--- src/rtl/idct_job_scheduler.sv ---
// rtl/idct_job_scheduler.sv - round-robin job scheduler for a shared 2-D IDCT engine
module idct_job_scheduler #(
  parameter int N       = 4,
  parameter int TAG_W   = 4,
  parameter int TIMEOUT = 65535
) (
  input  logic              clk,
  input  logic              reset,
  input  logic [1:0]        req_valid,
  output logic [1:0]        req_ready,
  input  logic [TAG_W-1:0]  req_tag0,
  input  logic [TAG_W-1:0]  req_tag1,
  input  logic [N*N*16-1:0] req_coef0,
  input  logic [N*N*16-1:0] req_coef1,
  output logic              eng_start,
  output logic [N*N*16-1:0] eng_x,
  input  logic              eng_done,
  input  logic [N*N*16-1:0] eng_y,
  output logic              out_valid,
  input  logic              out_ready,
  output logic              out_src,
  output logic [TAG_W-1:0]  out_tag,
  output logic              out_err,
  output logic [N*N*16-1:0] out_coef,
  output logic              busy,
  output logic [15:0]       jobs_done
);
  localparam int BLK_W = N*N*16;
  // The counter only has to reach TIMEOUT-1 before the job is aborted.
  localparam int WD_W  = (TIMEOUT > 1) ? $clog2(TIMEOUT) : 1;

  typedef enum logic [1:0] {
    S_IDLE = 2'd0,
    S_ARM  = 2'd1,
    S_RUN  = 2'd2,
    S_OUT  = 2'd3
  } state_t;

  state_t            r_state;
  state_t            w_next_state;
  logic              r_last_grant;
  logic [WD_W-1:0]   r_wd;
  logic              r_eng_start;
  logic [BLK_W-1:0]  r_eng_x;
  logic              r_out_valid;
  logic              r_out_src;
  logic [TAG_W-1:0]  r_out_tag;
  logic              r_out_err;
  logic [BLK_W-1:0]  r_out_coef;
  logic [15:0]       r_jobs_done;

  logic              w_grant;
  logic              w_accept;
  logic              w_active;
  logic              w_complete;
  logic              w_timeout;
  logic              w_out_hs;

  // Round-robin pick: with both valid, the requester not served last wins.
  always_comb begin
    w_grant = 1'b0;
    if (req_valid == 2'b11) begin
      w_grant = ~r_last_grant;
    end else if (req_valid[1]) begin
      w_grant = 1'b1;
    end
  end

  assign w_accept   = (r_state == S_IDLE) && (req_valid != 2'b00);
  assign req_ready  = {w_accept & w_grant, w_accept & ~w_grant};
  assign w_active   = (r_state == S_ARM) || (r_state == S_RUN);
  // A completion only counts once the stale done of the previous job has dropped.
  assign w_complete = (r_state == S_RUN) && eng_done;
  assign w_timeout  = w_active && (r_wd == WD_W'(TIMEOUT - 1)) && !w_complete;
  assign w_out_hs   = (r_state == S_OUT) && out_ready;

  // State register.
  always_ff @(posedge clk or posedge reset) begin
    if (reset) begin
      r_state <= S_IDLE;
    end else begin
      r_state <= w_next_state;
    end
  end

  // Next-state logic for the job sequence.
  always_comb begin
    w_next_state = r_state;
    case (r_state)
      S_IDLE: if (w_accept) w_next_state = S_ARM;
      S_ARM: begin
        if (w_timeout)     w_next_state = S_OUT;
        else if (!eng_done) w_next_state = S_RUN;
      end
      S_RUN: begin
        if (w_complete)     w_next_state = S_OUT;
        else if (w_timeout) w_next_state = S_OUT;
      end
      S_OUT: if (w_out_hs) w_next_state = S_IDLE;
      default: w_next_state = S_IDLE;
    endcase
  end

  // Job datapath: latch on accept, capture or abort at the end, retire on handshake.
  always_ff @(posedge clk or posedge reset) begin
    if (reset) begin
      r_last_grant <= 1'b1;
      r_wd         <= '0;
      r_eng_start  <= 1'b0;
      r_eng_x      <= '0;
      r_out_valid  <= 1'b0;
      r_out_src    <= 1'b0;
      r_out_tag    <= '0;
      r_out_err    <= 1'b0;
      r_out_coef   <= '0;
      r_jobs_done  <= 16'd0;
    end else begin
      if (w_accept) begin
        r_eng_x      <= w_grant ? req_coef1 : req_coef0;
        r_out_tag    <= w_grant ? req_tag1 : req_tag0;
        r_out_src    <= w_grant;
        r_last_grant <= w_grant;
        r_wd         <= '0;
        r_eng_start  <= 1'b1;
      end
      if (w_active) begin
        r_wd <= r_wd + WD_W'(1);
      end
      if (w_complete) begin
        r_out_coef  <= eng_y;
        r_out_err   <= 1'b0;
        r_eng_start <= 1'b0;
        r_out_valid <= 1'b1;
      end else if (w_timeout) begin
        r_out_coef  <= '0;
        r_out_err   <= 1'b1;
        r_eng_start <= 1'b0;
        r_out_valid <= 1'b1;
      end
      if (w_out_hs) begin
        r_out_valid <= 1'b0;
        r_jobs_done <= r_jobs_done + 16'd1;
      end
    end
  end

  assign eng_start = r_eng_start;
  assign eng_x     = r_eng_x;
  assign out_valid = r_out_valid;
  assign out_src   = r_out_src;
  assign out_tag   = r_out_tag;
  assign out_err   = r_out_err;
  assign out_coef  = r_out_coef;
  assign busy      = (r_state != S_IDLE);
  assign jobs_done = r_jobs_done;

endmodule

--- config.mk ---
export PLATFORM = sky130hd
export DESIGN_NAME = idct_job_scheduler
export DESIGN_NICKNAME = d
export VERILOG_FILES = /design/src/rtl/idct_job_scheduler.sv
export SDC_FILE = /design/constraint.sdc
export NUM_CORES = 1
export LEC_CHECK = 0
export CAP_MARGIN = 20
export CORE_AREA = 4 4 511 513
export DETAILED_ROUTE_END_ITERATION = 16
export DIE_AREA = 0 0 515 517
export PLACE_DENSITY = 0.39
export SETUP_SLACK_MARGIN = 0.3
export SLEW_MARGIN = 15
export SYNTH_ARGS = -nofsm -noshare
export SYNTH_HDL_FRONTEND = slang
export SYNTH_SLANG_ARGS = --single-unit
--- constraint.sdc ---
create_clock -name clk -period 18.3 [get_ports clk]
set_input_delay 2.745 -clock clk [delete_from_list [all_inputs] [get_ports clk]]
set_output_delay 2.745 -clock clk [all_outputs]
set_load 0.1 [all_outputs]
After elaboration in Yosys (flattened, before gate mapping)
Cells that the tools add are included.
- bitwise gates (word level): 4
- order comparisons: 0
- muxes and demuxes: 22
- equality and inequality tests: 9
- reduce and logical (&&, ||, !) cells: 15
- shift operators: 0
- multipliers: 0
- add/sub/neg operators: 2
- divide/modulo/power cells: 0
- operators by type and width (cell ; count):
    256-bit 2-to-1 mux ; 3
    16-bit by 1-bit adder with 16-bit output, second input constant ; 2
    16-bit 2-to-1 mux ; 2
    16-bit == test, second input constant ; 1
    2-bit 2-to-1 mux ; 6
    1-bit 2-to-1 mux ; 9
    2-bit case mux with 4 select lines ; 1
    2-bit nonzero test ; 4
    2-bit == test, second input constant ; 3
    3-bit inequality test, second input constant ; 2
    3-bit nonzero test ; 2
    1-bit logical AND ; 5
    4-bit 2-to-1 mux ; 1
    2-bit inequality test, second input constant ; 2
    4-bit AND reduction ; 1
    1-bit AND ; 2
    2-bit by 1-bit == test with 1-bit output, second input constant ; 1
    2-bit logical NOT ; 1
    1-bit inverter ; 2
    1-bit logical NOT ; 1
    1-bit logical OR ; 1
- memories kept: 0
- latch bits: 0
- bits in read-only memories: 0
- input port bits: 782
- RAM bits: 0
- register bits: 555

Longest topological paths before layout
Gate-level depths: netlist (run 1).
- word-level depth: 7
- mapped depth: 10

Worst setup path before layout (run 1)
Ideal clock, no wire load.
- kind: in2out
- start point: input req_valid[0]
- end point: output req_ready[0]
- path buffers: 1
- cell stages on the path: 3
- setup slack: 11.361 ns
- required time: 15.555 ns
- data arrival time: 4.194 ns
- cell sequence: nand2_1 -> a21oi_1 -> clkbuf_1
- longest elaborated chain between the ends: 4
- RTL lines (element ; RTL line ; source):
    start: declaration ; 9 ; input logic [1:0] req_valid,
    2-bit == test ; 62 ; if (req_valid == 2'b11) begin
    1-bit 2-to-1 mux ; 62 ;
    1-bit inverter ; 70 ; assign req_ready = {w_accept & w_grant, w_accept & ~w_grant};
    1-bit AND (*) ; 70 ;
    end: declaration ; 10 ; output logic [1:0] req_ready,
Mark *: on every way between the ends. The rest lies on a longest branch, timed or not.

Worst setup path after layout (run 1)
Same ends and word-level chain as after synthesis.

==> run summary, run 1 <==
The flow ran to the end, and the final reports show no timing, DRC or antenna violations. The number of gates given a new drive strength after cts is 0. sky130_fd_sc_hd__dfrtp_1 takes more of the synthesized area than any other cell.

The die covers 0.266 sq mm. After layout, the minimum clock period comes to between 8000 and 9000 ps. At the end of the flow the core is filled with cells to 16.4%. The number of DRC violations after detailed routing is 0. The initial antenna violation count came out at 93. The worst path required time is 15,550 ps.

STA puts the critical path data arrival time at roughly 5500 ps. The detailed-route wire length came out at 167 mm. Sorting the synthesized cells by area gives the leading types as sky130_fd_sc_hd__dfrtp_1 (62%), sky130_fd_sc_hd__a222oi_1 (12%), sky130_fd_sc_hd__nand2_1 (9.1%).

The maximum clock rate came out at 122 MHz. The Yosys step of the flow raised 0 warnings. The CTS sink count is 555. The post-synthesis instance area is 0.0223 sq mm.

The deepest level of the CTS H-tree came out at 3. The number of flip-flops and latches in the synthesized netlist came out at between 500 and 600. The highest net fanout along the worst path came out at 57. Each instance of the synthesized netlist takes up on average between 10 and 15 sq um. The number of nets in the layout came out at ~4,200.

The final clock period utilization by the worst path is 44.9%. The type of the setup path with the least slack is input pin to primary output. The worst slew margin relative to its limit is 19.0%.

The core box area came out at 0.256 sq mm. The mean number of vias per cell is 3.36. After floorplanning, the core was divided into 186 placement rows. For this run, the total global-route usage over all layers was measured as 11.8%. The kind of start point of the critical path is an input pin. Clock tree synthesis inserted a total of 75 buffers. The path class of the tightest hold or removal check is flop to flop. The placer congestion estimate came out at 0.859. The total iterations of the first detailed-routing run came out at 10. The first global-routing pass estimated 217 mm of wire. The overall overflow remaining after global route came out at 0. After clock tree synthesis, the clock-pin slew on the worst setup and hold paths is 50 ps. The hold path startpoint is eng_x[158]. Post-CTS timing repair inserted 0 buffers for setup. The root buffer cell is sky130_fd_sc_hd__clkbuf_16. The pin slew with the least headroom to its limit is 1210 ps. The number of global-route vias before repair came out at 23,569. The count of hold-fix buffers inserted at cts came out at 0. Counting flops with an async set or reset pin after synthesis yields a share of 100%. The area growth from synthesis to layout is 88.2%. In this run the worst setup path begins at req_valid[0]. The number of ports placed on the die boundary is 1,321.

The count of final max-slew check failures is 0. The number of distinct library cell variants in the gate-level netlist after synthesis came out at 40. The y dimension of the die is 517 um. The clock tree from TritonCTS is done. The net count after synthesis came out at approximately 3,000. The count of nets left with antenna violations after detail routing is 0.

Setup total negative slack on the finished layout was measured at 0 ps. Entering global routing, the biggest net connects roughly 140 pins. The number of flops mapped to enable cells by yosys is 0. The detailed placement HPWL is 134 mm. The final routed wire length divided by cell count is 24.2 um. The launching point of the worst reg2reg path is r_state[0]. In the synthesized netlist the dominant register cell turns out to be sky130_fd_sc_hd__dfrtp_1.

The cell count after synthesis came out at 2,163. The setup violation total in the final timing report came out at 0. The share of the synthesized area in the top cell type came out at between 60% and 70%. The share of cells above drive strength 1 is about 5.2%. In this run the tool buffered the top-level ports with 1,320 buffer cells. The total count of hold-check failures in the final report was 0. The clock reaches the later pin of the worst-skew pair after 670 ps. The number of violations of the max-capacitance limit is 0. The x dimension of the die came out at 515 um. The initial cell density of the core is 8.69%.

The clock passes through at most 3 buffers. The worst clock skew on the final layout came out at 25.5 ps. STA classifies the critical path endpoint as a primary output. The number of DRC markers in iteration 0 came out at roughly 2,800. Across all layers, the routed design uses 23,107 vias. Setup repair after global routing left no endpoint under its margin.

The share of synthesized area occupied by flip-flops and latches came out at 62.4%.
==> kinds of logic (layout without fill, tap and decap cells) <==
kind of cell / count (synthesis) / count (layout) / share of synthesized area (%)
compound gates: 549 / 549 / 18.3
xor+xnor: 15 / 15 / 0.590
fa+ha+maj: 7 / 7 / 0.393
buf+inv: 442 / 1757 / 7.60
flops: 555 / 555 / 62.4
mux: 7 / 7 / 0.320
other cells: 0 / 23 / 0
simple gates: 588 / 588 / 10.4
==> stage by stage <==
stage | cells | setup WS (ps) | cell area, sq um | hold WS [ps]
after floorplan | 2163 | 8000 | 22300 | 448
after global placement | 6725 | 10080 | 39300 | 464
after detailed placement | 6732 | 10100 | 39400 | 474
after CTS | 6860 | 10090 | 41800 | 489
after global routing | 6879 | 10010 | 41900 | 501
final | 6885 | 10080 | 41900 | 485
==> critical path, cell delays in order <==
cell	delay, ps
sky130_fd_sc_hd__clkdlybuf4s50_1	630
sky130_fd_sc_hd__nand2_1	140
sky130_fd_sc_hd__a21oi_4	120
sky130_fd_sc_hd__buf_4	560
sky130_fd_sc_hd__clkdlybuf4s50_1	1270
==> layout make-up <==
class / instances / area [sq um]
repair buffers: 1360 / 13600
clock buffers: 111 / 2210
flip-flops and latches: 555 / 13900
clock inverters: 17 / 183
fillers: 28631 / 214000
inverters: 269 / 1010
well taps: 3384 / 4230
multi-input cells: 1166 / 6730
diodes: 23 / 57.6
==> per-layer routing <==
metal,global-route usage (%),share of wire [%],vias to the layer above
met1,13.0,37,11349
met3,5.08,10,284
li1,-,-,10128
met2,20.3,49,1312
met5,0,0.13,-
met4,4.13,3.4,34
==> registers in the layout, indices dropped and copies added, names as in the netlist <==
| register | cells |
|---|---|
| eng_start | 1 |
| eng_x | 256 |
| jobs_done | 16 |
| out_coef | 256 |
| out_err | 1 |
| out_src | 1 |
| out_tag | 4 |
| out_valid | 1 |
| r_last_grant | 1 |
| r_state | 2 |
| r_wd | 16 |
==> synth_stat cells, drive strengths merged (6+ instances only) <==
| master | instances |
|---|---|
| dfrtp | 554 |
| nand2 | 538 |
| inv | 268 |
| o21ai | 268 |
| a222oi | 260 |
| clkbuf | 152 |
| buf | 21 |
| nor2 | 13 |
| xnor2 | 12 |
| nand4 | 11 |
| nand3 | 10 |
| a21oi | 7 |
| ha | 7 |
| mux2i | 6 |
==> path summary, 6_finish.rpt <==
kind / endpoint / slack [ps] / cells after the start
setup / recovery: req_ready[0] / 10080 / 5
hold / removal: eng_x[158] / 480 / 2
setup reg to reg: eng_x[28] / 13610 / 11
hold reg to reg: eng_x[158] / 480 / 2
max in group asynchronous: r_state[1] / 12110 / 6
min in group asynchronous: out_coef[34] / 2600 / 2
==> cells in the final DEF (no fill, tap or decap), types with 12 or more instances in the layout <==
cell	n
sky130_fd_sc_hd__clkbuf_1	18
sky130_fd_sc_hd__o21ai_0	265
sky130_fd_sc_hd__dfrtp_1	554
sky130_fd_sc_hd__diode_2	23
sky130_fd_sc_hd__nand2_1	537
sky130_fd_sc_hd__a222oi_1	260
sky130_fd_sc_hd__xnor2_1	12
sky130_fd_sc_hd__clkdlybuf4s50_1	1301
sky130_fd_sc_hd__inv_1	267
sky130_fd_sc_hd__clkbuf_8	16
sky130_fd_sc_hd__clkbuf_16	77
sky130_fd_sc_hd__nor2_1	13
sky130_fd_sc_hd__buf_4	47
Power of run 1 is left out: the tool's default activity adds up to more than one toggle a clock period on the data nets, which glitch-free logic cannot reach.
==> run 2: changes to the inputs <==
==> constraint.sdc (replaced) <==
create_clock -name clk -period 7.55 [get_ports clk]
set_input_delay 1.1325 -clock clk [delete_from_list [all_inputs] [get_ports clk]]
set_output_delay 1.1325 -clock clk [all_outputs]
set_load 0.1 [all_outputs]
==> run 2 against run 1 <==
Final cell count about the same. Die area stayed put. Worst setup slack worse by 7200 ps. Worst hold slack got worse by 4.0 ps.
==> run summary, run 2 (synthesis results as in run 1) <==
The highest net fanout along the worst path is 13 (was 57). The root buffer cell is sky130_fd_sc_hd__clkbuf_16 (unchanged). The kind of start point of the critical path is an input pin (unchanged). The critical path capture point type is a primary output (unchanged). The met3 wire length is 15.8 mm (was 17.2 mm). The number of buffers added on ports came to 1,320 (unchanged). The share of cells above drive strength 1 came out at 5.40% (was 5.20%). The clock network latency to the later pin of the worst-skew pair is 680 ps (was 670 ps). The number of DRC violations after detailed routing is 0 (unchanged). The area growth from synthesis to layout is 89.2% (was 88.2%). The overall overflow remaining after global route is 0 (unchanged). The initial cell density of the core came to 8.69% (unchanged). The type of the setup path with the least slack was input pin to primary output (unchanged). The total iterations of the first detailed-routing run came out at 8 (was 10). The global-route wire length before repair is 218 mm (was 217 mm). The post-CTS clock slew at the launch and capture registers of the worst setup and hold paths is 50 ps (about the same). The pin slew with the least headroom to its limit was 1200 ps (was 1210 ps). The total track usage came out at 12.0% (was 11.8%). The x dimension of the die is 515 um (unchanged). The number of gates given a new drive strength after cts is 0 (unchanged).

The number of nets in the layout was 4,213 (was 4,216). The clock period minus final worst setup slack came out at 4630 ps. The number of global-route vias before repair was 23,457 (was 23,569). The launching point of the worst reg2reg path is r_state[0] (unchanged). The final design instance area without fill came out at 0.0421 sq mm (was 0.0419 sq mm). Most used cells in the layout excluding fill and tap cells: sky130_fd_sc_hd__clkdlybuf4s50_1 (1,303), sky130_fd_sc_hd__dfrtp_1 (554), sky130_fd_sc_hd__nand2_1 (537) (was sky130_fd_sc_hd__clkdlybuf4s50_1 (1,301), sky130_fd_sc_hd__dfrtp_1 (554), sky130_fd_sc_hd__nand2_1 (537)). The count of hold-fix buffers inserted at cts came out at 0 (unchanged).

The final routed wire length divided by cell count came out at 24.6 um (was 24.2 um). The hold path startpoint is eng_x[173] (was eng_x[158]). The worst min-delay path category is flop to flop (unchanged). The setup violation total in the final timing report is 0 (unchanged).

The count of final max-slew check failures is 0 (unchanged). The placed instance count came out at 6,727 (was 6,732). The total count of hold-check failures in the final report is 0 (unchanged).

The placed standard-cell area came out at 0.0394 sq mm (about the same). The detailed-route wire length is 169 mm (was 167 mm). The total number of vias was 23,238 (was 23,107). The placement row count is 186 (unchanged).

The placer congestion estimate came out at 0.826 (was 0.859). The worst slew margin relative to its limit came to 20.3% (was 19.0%). The y dimension of the die is 517 um (unchanged).

The total length of routed met2 wires is 84.0 mm (was 82.2 mm). The buffers inserted during post-CTS setup optimization is 0 (unchanged). The detailed placement HPWL is 135 mm (was 134 mm). The length of routed wiring on met1 is 64.3 mm (was 61.4 mm). The overall die area came out at 0.266 sq mm (unchanged). Outcome: finished clean (unchanged). The CTS sink count is 555 (unchanged). The uppermost signal routing layer after detailed routing is met5 (unchanged). The number of DRC markers in iteration 0 came out at 2,632 (was 2,760). The launching instance or port of the critical path is req_valid[1] (was req_valid[0]). The core box area is 0.256 sq mm (unchanged). RSZ-0062 raised after global routing: false (unchanged).

The final standard cell count with taps included and fillers excluded is 6,887 (was 6,885). The number of buffers added by the clock tree synthesis step is 78 (was 75). The maximum number of buffers from clock root to sink is 3 (unchanged). The number of violations of the max-capacitance limit is 0 (unchanged). The maximum clock rate came out at between 200 and 250 MHz. The clock tree from TritonCTS was done (unchanged). The number of ports placed on the die boundary came to 1,321 (unchanged). The deepest level of the CTS H-tree was 3 (unchanged).

The count of nets left with antenna violations after detail routing is 0 (unchanged). The mean number of vias per cell was 3.37 (was 3.36). The data arrival time of the critical path was 3500 ps (was 5480 ps). The worst clock skew on the final layout came out at 33.8 ps (was 25.5 ps). The initial antenna violation count is 97 (was 93). The most frequent standard cell in the layout excluding fill and tap cells is sky130_fd_sc_hd__clkdlybuf4s50_1 (unchanged). The final design utilization came out at 16.4% (about the same). The worst path required time was 6420 ps (was 15,550 ps). The pin count of the biggest net entering global routing came to 151 (was 144). The final clock period utilization by the worst path is 61.3%.
-- run 2: cell type report --
cell class | instances | area [sq um]
fillers | 28511 | 214000
flip-flops and latches | 555 | 13900
repair buffers | 1354 | 13600
multi-input cells | 1166 | 6730
well taps | 3384 | 4230
clock buffers | 106 | 2230
inverters | 269 | 1010
clock inverters | 31 | 385
diodes | 22 | 55.1
-- run 2: worst paths after layout --
path	to	slack, ps	cells after the start
setup / recovery	req_ready[1]	2920	4
hold / removal	eng_x[173]	480	2
setup reg to reg	eng_x[51]	3660	10
hold reg to reg	eng_x[173]	480	2
max in group asynchronous	out_tag[2]	4920	4
min in group asynchronous	out_coef[51]	980	2
-- run 2: worst max-delay path, stage by stage --
cell	delay, ps
sky130_fd_sc_hd__clkdlybuf4s50_1	620
sky130_fd_sc_hd__nand2_1	140
sky130_fd_sc_hd__a21oi_4	370
sky130_fd_sc_hd__clkdlybuf4s50_1	1230
-- run 2: layer usage --
layer  up-vias  track usage, %
li1      10138               -
met1     11504            13.5
met2      1290            20.7
met3       278            4.46
met4        28            3.98
met5         -               0
-- run 2: through the flow --
stage | setup TNS, ps | hold slack, ps | worst slack, ps
floorplan | -629050 | 448 | -1140
global placement | 0 | 466 | 2940
detailed placement | 0 | 469 | 2900
CTS | 0 | 480 | 2940
global route | 0 | 490 | 2870
finish | 0 | 481 | 2920
Power of run 2 is left out for the same reason.
